<file path="config.mk">
export PLATFORM = sky130hd
export DESIGN_NAME = legv8_fetch_decode
export DESIGN_NICKNAME = d
export VERILOG_FILES = /design/src/rtl/legv8_fetch_decode.sv
export SDC_FILE = /design/constraint.sdc
export NUM_CORES = 1
export LEC_CHECK = 0
export BUFFER_PORTS_ARGS = -buffer_cell sky130_fd_sc_hd__clkbuf_2
export CAP_MARGIN = 20
export CORE_AREA = 2 2 183 185
export CTS_BUF_LIST = sky130_fd_sc_hd__clkbuf_16
export CTS_CLUSTER_DIAMETER = 40
export CTS_CLUSTER_SIZE = 30
export DETAILED_ROUTE_END_ITERATION = 10
export DIE_AREA = 0 0 185 187
export GPL_TIMING_DRIVEN = 0
export PLACE_DENSITY = 0.69
export SYNTH_ARGS = -nofsm -noshare
export SYNTH_HDL_FRONTEND = slang
export SYNTH_SLANG_ARGS = --single-unit
</file>
<file path="constraint.sdc">
create_clock -name clk -period 12.7 [get_ports clk]
set_input_delay 0 -clock clk [delete_from_list [all_inputs] [get_ports clk]]
set_output_delay 0 -clock clk [all_outputs]
set_load 0.1 [all_outputs]
</file>
<file path="src/rtl/legv8_fetch_decode.sv">
// -----------------------------------------------------------------------------
// legv8_fetch_decode
//
// Instruction fetch and decode front end for a byte-wide LEGv8 instruction
// store. An accepted request reads four bytes little-endian (pc+0 holds bits
// 7:0, pc+3 holds bits 31:24). The block then classifies the word as R/I/D/B/CB/IW,
// extracts the register fields and the 64-bit immediate, and holds the result
// on a valid/ready output until the pipeline takes it.
//
// Ports
//   clk, rst          clock, asynchronous active-high reset
//   req_valid/ready   fetch request handshake; req_pc is the byte address
//   flush             abort any in-flight fetch, return to IDLE next edge
//   mem_rd_en/addr    byte read strobe and address (addr holds outside READ)
//   mem_rdata         read byte, valid the cycle after mem_rd_en
//   out_valid/ready   decoded-instruction handshake
//   out_pc/instr      PC and assembled 32-bit word
//   out_fmt           0 R, 1 I, 2 D, 3 B, 4 CB, 5 IW, 7 error (misaligned)
//   out_opcode/rd/rn/rm  raw instruction fields
//   out_imm           decoded immediate
//   out_misaligned    request PC was not word aligned
// -----------------------------------------------------------------------------
module legv8_fetch_decode #(
    parameter int ADDR_W = 64,
    parameter int IMM_W  = 64
) (
    input  logic              clk,
    input  logic              rst,
    input  logic              req_valid,
    output logic              req_ready,
    input  logic [ADDR_W-1:0] req_pc,
    input  logic              flush,
    output logic              mem_rd_en,
    output logic [ADDR_W-1:0] mem_addr,
    input  logic [7:0]        mem_rdata,
    output logic              out_valid,
    input  logic              out_ready,
    output logic [ADDR_W-1:0] out_pc,
    output logic [31:0]       out_instr,
    output logic [2:0]        out_fmt,
    output logic [10:0]       out_opcode,
    output logic [4:0]        out_rd,
    output logic [4:0]        out_rn,
    output logic [4:0]        out_rm,
    output logic [IMM_W-1:0]  out_imm,
    output logic              out_misaligned
);

    typedef enum logic [1:0] {
        IDLE = 2'd0,
        READ = 2'd1,
        WAIT = 2'd2,
        DONE = 2'd3
    } state_t;

    localparam logic [2:0] FMT_R   = 3'd0;
    localparam logic [2:0] FMT_I   = 3'd1;
    localparam logic [2:0] FMT_D   = 3'd2;
    localparam logic [2:0] FMT_B   = 3'd3;
    localparam logic [2:0] FMT_CB  = 3'd4;
    localparam logic [2:0] FMT_IW  = 3'd5;
    localparam logic [2:0] FMT_ERR = 3'd7;

    state_t             state_reg, state_next;
    logic [1:0]         cnt_reg, cnt_next;
    logic [ADDR_W-1:0]  pc_reg;
    logic [ADDR_W-1:0]  mem_addr_reg;
    logic               rd_pending_reg;
    logic [1:0]         rd_lane_reg;

    logic               out_valid_reg;
    logic [ADDR_W-1:0]  out_pc_reg;
    logic [31:0]        out_instr_reg;
    logic [2:0]         out_fmt_reg;
    logic [IMM_W-1:0]   out_imm_reg;
    logic               out_misaligned_reg;

    logic               take_req;
    logic               start_read;
    logic               load_decoded;
    logic               load_misaligned;
    logic [23:0]        low_bytes;
    logic [31:0]        word_full;
    logic [2:0]         dec_fmt;
    logic [IMM_W-1:0]   dec_imm;

    assign req_ready = (state_reg == IDLE) || ((state_reg == DONE) && out_ready);
    assign take_req  = req_valid && req_ready;
    assign mem_rd_en = (state_reg == READ);

    // Byte lanes 0..2 are captured the cycle after their read. Lane 3 is never
    // stored: it is consumed straight off mem_rdata when the outputs load.
    // A flush on the capture edge discards the returning byte.
    generate
        for (genvar gi = 0; gi < 3; gi++) begin : g_lane
            logic [7:0] byte_reg;
            always_ff @(posedge clk or posedge rst) begin
                if (rst) begin
                    byte_reg <= '0;
                end else if (rd_pending_reg && !flush && (rd_lane_reg == 2'(gi))) begin
                    byte_reg <= mem_rdata;
                end
            end
            assign low_bytes[gi*8 +: 8] = byte_reg;
        end
    endgenerate

    assign word_full = {mem_rdata, low_bytes};

    // Next-state logic. flush overrides everything, including a request
    // presented in the same cycle.
    always_comb begin
        state_next      = state_reg;
        cnt_next        = cnt_reg;
        start_read      = 1'b0;
        load_decoded    = 1'b0;
        load_misaligned = 1'b0;
        if (flush) begin
            state_next = IDLE;
            cnt_next   = 2'd0;
        end else begin
            case (state_reg)
                IDLE, DONE: begin
                    if (take_req) begin
                        if (req_pc[1:0] == 2'b00) begin
                            state_next = READ;
                            cnt_next   = 2'd0;
                            start_read = 1'b1;
                        end else begin
                            state_next      = DONE;
                            load_misaligned = 1'b1;
                        end
                    end else if ((state_reg == DONE) && out_ready) begin
                        state_next = IDLE;
                    end
                end
                READ: begin
                    cnt_next = cnt_reg + 2'd1;
                    if (cnt_reg == 2'd3) begin
                        state_next = WAIT;
                    end
                end
                WAIT: begin
                    // Byte 3 arrives in this cycle; outputs load on this edge.
                    state_next   = DONE;
                    load_decoded = 1'b1;
                end
                default: state_next = IDLE;
            endcase
        end
    end

    // Format classification, first match wins.
    always_comb begin
        dec_fmt = FMT_R;
        dec_imm = IMM_W'(word_full[15:10]);
        if (word_full[31:26] inside {6'b000101, 6'b100101}) begin
            dec_fmt = FMT_B;
            dec_imm = {{(IMM_W-28){word_full[25]}}, word_full[25:0], 2'b00};
        end else if (word_full[31:24] inside {8'hB4, 8'hB5, 8'h54}) begin
            dec_fmt = FMT_CB;
            dec_imm = {{(IMM_W-21){word_full[23]}}, word_full[23:5], 2'b00};
        end else if (word_full[31:23] inside {9'b110100101, 9'b111100101}) begin
            dec_fmt = FMT_IW;
            dec_imm = IMM_W'(word_full[20:5]) << {word_full[22:21], 4'b0000};
        end else if (word_full[31:22] inside {10'h244, 10'h2C4, 10'h344, 10'h3C4,
                                               10'h248, 10'h3C8, 10'h2C8, 10'h348}) begin
            dec_fmt = FMT_I;
            dec_imm = IMM_W'(word_full[21:10]);
        end else if (word_full[31:21] inside {11'h7C0, 11'h7C2, 11'h5C0, 11'h5C4, 11'h3C0,
                                               11'h3C2, 11'h1C0, 11'h1C2, 11'h640, 11'h642}) begin
            dec_fmt = FMT_D;
            dec_imm = {{(IMM_W-9){word_full[20]}}, word_full[20:12]};
        end
    end

    always_ff @(posedge clk or posedge rst) begin
        if (rst) begin
            state_reg      <= IDLE;
            cnt_reg        <= 2'd0;
            pc_reg         <= '0;
            mem_addr_reg   <= '0;
            rd_pending_reg <= 1'b0;
            rd_lane_reg    <= 2'd0;
        end else begin
            state_reg      <= state_next;
            cnt_reg        <= cnt_next;
            rd_pending_reg <= mem_rd_en && !flush;
            rd_lane_reg    <= cnt_reg;
            if (start_read) begin
                pc_reg       <= req_pc;
                mem_addr_reg <= req_pc;
            end else if ((state_reg == READ) && (cnt_reg != 2'd3) && !flush) begin
                // Stops at pc+3 so the address holds its last read value.
                mem_addr_reg <= mem_addr_reg + ADDR_W'(1);
            end
        end
    end

    always_ff @(posedge clk or posedge rst) begin
        if (rst) begin
            out_valid_reg      <= 1'b0;
            out_pc_reg         <= '0;
            out_instr_reg      <= '0;
            out_fmt_reg        <= FMT_R;
            out_imm_reg        <= '0;
            out_misaligned_reg <= 1'b0;
        end else begin
            if (flush) begin
                out_valid_reg <= 1'b0;
            end else if (load_decoded) begin
                out_valid_reg      <= 1'b1;
                out_pc_reg         <= pc_reg;
                out_instr_reg      <= word_full;
                out_fmt_reg        <= dec_fmt;
                out_imm_reg        <= dec_imm;
                out_misaligned_reg <= 1'b0;
            end else if (load_misaligned) begin
                out_valid_reg      <= 1'b1;
                out_pc_reg         <= req_pc;
                out_instr_reg      <= '0;
                out_fmt_reg        <= FMT_ERR;
                out_imm_reg        <= '0;
                out_misaligned_reg <= 1'b1;
            end else if ((state_reg == DONE) && out_ready) begin
                out_valid_reg <= 1'b0;
            end
        end
    end

    assign mem_addr       = mem_addr_reg;
    assign out_valid      = out_valid_reg;
    assign out_pc         = out_pc_reg;
    assign out_instr      = out_instr_reg;
    assign out_fmt        = out_fmt_reg;
    assign out_opcode     = out_instr_reg[31:21];
    assign out_rd         = out_instr_reg[4:0];
    assign out_rn         = out_instr_reg[9:5];
    assign out_rm         = out_instr_reg[20:16];
    assign out_imm        = out_imm_reg;
    assign out_misaligned = out_misaligned_reg;

endmodule
</file>
==> parameters.txt <==
Parameter                              Value

Run status
  Result of the run    completed

Die
  Total Die Area    0.03460 mm^2
  Core Region    0.03286 mm^2
  Initial Utilization    44.89%
  Horizontal die dimension    185 um
  I/O pin total    334
  Number of placement rows    67
  Overall die height    187 um

Clock tree
  Number of buffers inserted by post-CTS setup repair    0
  Resized cells post-CTS    0
  CTS tree    built
  TritonCTS buffer count    45
  Number of buffers on the longest clock path    3
  Reg clk slew, reported paths    0.06 ns
  CTS root buffer    clkbuf_16
  Number of sinks on the clock net    324
  CTS Hold Buffers Added    76
  Clock latency reported for the late side of the worst-skew pair    0.56 ns
  H-tree depth    2

Timing
  Final cycle utilization of the critical path    26.23%
  Measured slew at the worst slew-check pin    1.030 ns
  Final setup violation count    0
  Total Neg Setup Slack    0 ns
  RSZ-0062 raised after global routing    no
  Maximum clock frequency    300.2 MHz
  Number of hold violations in the final report    0
  Clock Skews    0.03153 ns
  Number of pins exceeding their max-slew limit in the final report    0
  Minimum clock period after layout    3.332 ns
  Slew Limit Headroom    31.19%

Layout
  NumNets Final    1,948
  Top library cells by usage in the layout, fill and taps aside    clkbuf_2 (330), dfrtp_1 (324), nand2_1 (303)
  Area overhead of the layout relative to synthesis    31.32%
  Layout filler cell count    2,810
  Most common cell after layout, fill and taps aside    clkbuf_2
  Fraction of layout cells with a size suffix above 1    27.55%

Hold path
  Hold path startpoint    flush
  Worst hold path cell count    3
  Worst hold endpoint    cnt_reg[1]$_DFFE_PP0P_
  Worst hold-check path type    input port to register

Yosys
  Synth Register Bits    324
  Number of standard cells after synthesis    1,411
  Synth unique cells    66
  Average footprint of a synthesized cell    10.45 um^2
  Warnings from Yosys    0
  Async SR Flop Fraction    100.0%
  Net count after synthesis    1,494
  Fraction of the yosys area taken by sequential cells    54.97%
  Post-synth EDFFs    0
  Flip-flop cell with the highest count after synthesis    dfrtp_1
  Area of the mapped netlist    0.01475 mm^2

Routing
  Number of DRC violations after detailed routing    0
  Final WL    46,010 um
  Number of nets with antenna violations after routing    0
  Iter 0 DRT Violations    942
  Number of detailed-route iterations in the first pass    5
  Overall via count from detail_route    12,767
  Wire per inst    19.55 um
  Number of vias per cell after detailed routing    5.426

Place
  Total half-perimeter wirelength after legalization and detailed placement    32,130 um
  Count of buffers from port buffering    329
  Final weighted congestion in routability-driven placement    0.9234

GRT
  Via count of the first global-routing pass    12,824
  Initial antenna violation count    2
  Maximum number of pins on one net before global-route repair    135
  GR Overflow Total    0
  Combined global-route utilization of all metal layers    26.71%
  Global-route wire length before repair    72,590 um

Setup path
  CP max stage cell    clkbuf_1
  Critical register-to-register path startpoint    state_reg[0]$_DFFE_PP0P_
  Cell breakdown of the critical path    inv_1 > ha_1 > nor2b_1 > buf_1 > clkbuf_1 > clkbuf_1 > clkbuf_1 > nand2_1 > o21ai_0
  Required time at the worst-slack endpoint    13.14 ns
  Crit path kind    register to register
  Maximum net fanout on the critical path    10
  Type of destination of the critical path    register
  Cell repeated most along the worst path    clkbuf_1
  Worst r2r dst    out_pc[14]$_DFFE_PP0P_
  Number of cells on the worst reg-to-reg path    9
  Crit path DAT    3.77 ns
  Critical path launch point type    register
  Critical Path Source    state_reg[0]$_DFFE_PP0P_
  Reg2reg setup slack    9.37 ns
  CP peak stage delay    0.64 ns

Job
  Max-capacitance violation count    0
-- worst max-delay path by stage --
stage | slack [ns] | end | cells after the start
detailed placement | 9.38 | out_pc[32]$_DFFE_PP0P_ | 9
global route | 9.17 | out_pc[16]$_DFFE_PP0P_ | 9
CTS | 9.36 | out_pc[14]$_DFFE_PP0P_ | 9
finish | 9.37 | out_pc[14]$_DFFE_PP0P_ | 9
global placement | 0.26 | out_pc[49]$_DFFE_PP0P_ | 2
floorplan | 3.73 | cnt_reg[0]$_DFFE_PP0P_ | 1
-- through the flow --
| step | cell area, um^2 | utilization [%] | setup slack, ns | hold WS [ns] | instances |
|---|---|---|---|---|---|
| final | 19370 | 58.94 | 9.368 | 0.04222 | 2353 |
| after global routing | 19370 | 58.94 | 9.171 | 0.05909 | 2352 |
| after CTS | 19360 | 58.92 | 9.364 | 0.006604 | 2350 |
| after detailed placement | 17020 | 51.79 | 9.381 | 0.1132 | 2190 |
| after global placement | 16960 | 51.60 | 0.2583 | 0.2302 | 2188 |
| after floorplan | 14750 | - | 3.730 | 0.1054 | 1411 |
-- cells in the mapped netlist, types with 4 or more instances --
cell type	n	area (um^2)
nand2_1	303	1137
nand2b_1	5	31.28
a22o_1	31	271.5
buf_2	22	110.1
nor2_1	30	112.6
xor2_1	49	429.2
ha_1	6	75.07
nor2b_1	6	37.54
a21o_1	4	30.03
clkbuf_1	66	247.7
o221ai_1	6	52.55
mux2_2	27	304.0
a221oi_1	8	70.07
a221o_1	41	410.4
mux2i_1	68	680.7
inv_1	9	33.78
nand3_1	31	155.2
buf_4	30	225.2
buf_1	5	18.77
nand4_1	17	106.4
and2_1	8	50.05
and3_1	15	93.84
buf_6	6	67.56
and4_1	7	61.31
o21ai_1	21	105.1
dfrtp_1	324	8108
a21oi_1	35	175.2
o21ai_0	141	705.7
nor3_1	12	60.06
nand4b_1	4	35.03
a22oi_1	6	45.04
xnor2_1	16	140.1
-- cell families (layout without fill, tap and decap cells) --
kind of cell               count (synthesis)  after routing  share of synthesized area [%]
and+or+nand+nor                          469            469                          15.22
adders and majority gates                  6              6                         0.5089
other                                      0              3                              0
muxes                                     95             95                          6.676
AOI/OAI and AO/OA                        313            313                          13.97
buffers and inverters                    139            630                          4.801
DFF                                      324            324                          54.97
xor gates and xnor gates                  65             65                          3.859
-- area by class of cell --
cell class	instances	area (um^2)	share of cell area, %
Antenna cell	3	7.507	0.03876
Buffer	130	674.4	3.482
Clock buffer	46	1151	5.943
Clock inverter	38	430.4	2.222
Inverter	9	41.29	0.2132
Multi-Input combinational cell	948	5934	30.64
Sequential cell	324	8108	41.86
Tap cell	448	560.5	2.894
Timing Repair Buffer	407	2462	12.71
-- per-layer routing --
metal | wire, um | GRT usage, % | share of wire, % | up-vias
met2 | 21930 | 43.60 | 48 | 560
met3 | 3780 | 6.931 | 8.2 | 111
li1 | - | - | - | 5855
met1 | 18680 | 34.37 | 41 | 6241
met5 | 0 | 0 | 0 | -
met4 | 1625 | 9.493 | 3.5 | 0
-- critical path: cells and delay by family (launching register included) --
kind | cells | cell delay (ns)
buf+inv | 5 | 2.24
flops | 1 | 0.41
simple gates | 2 | 0.26
fa+ha+maj | 1 | 0.20
compound gates | 1 | 0.11
Power is left out: the tool's default activity adds up to more than one toggle a clock period on the data nets, which glitch-free logic cannot reach.
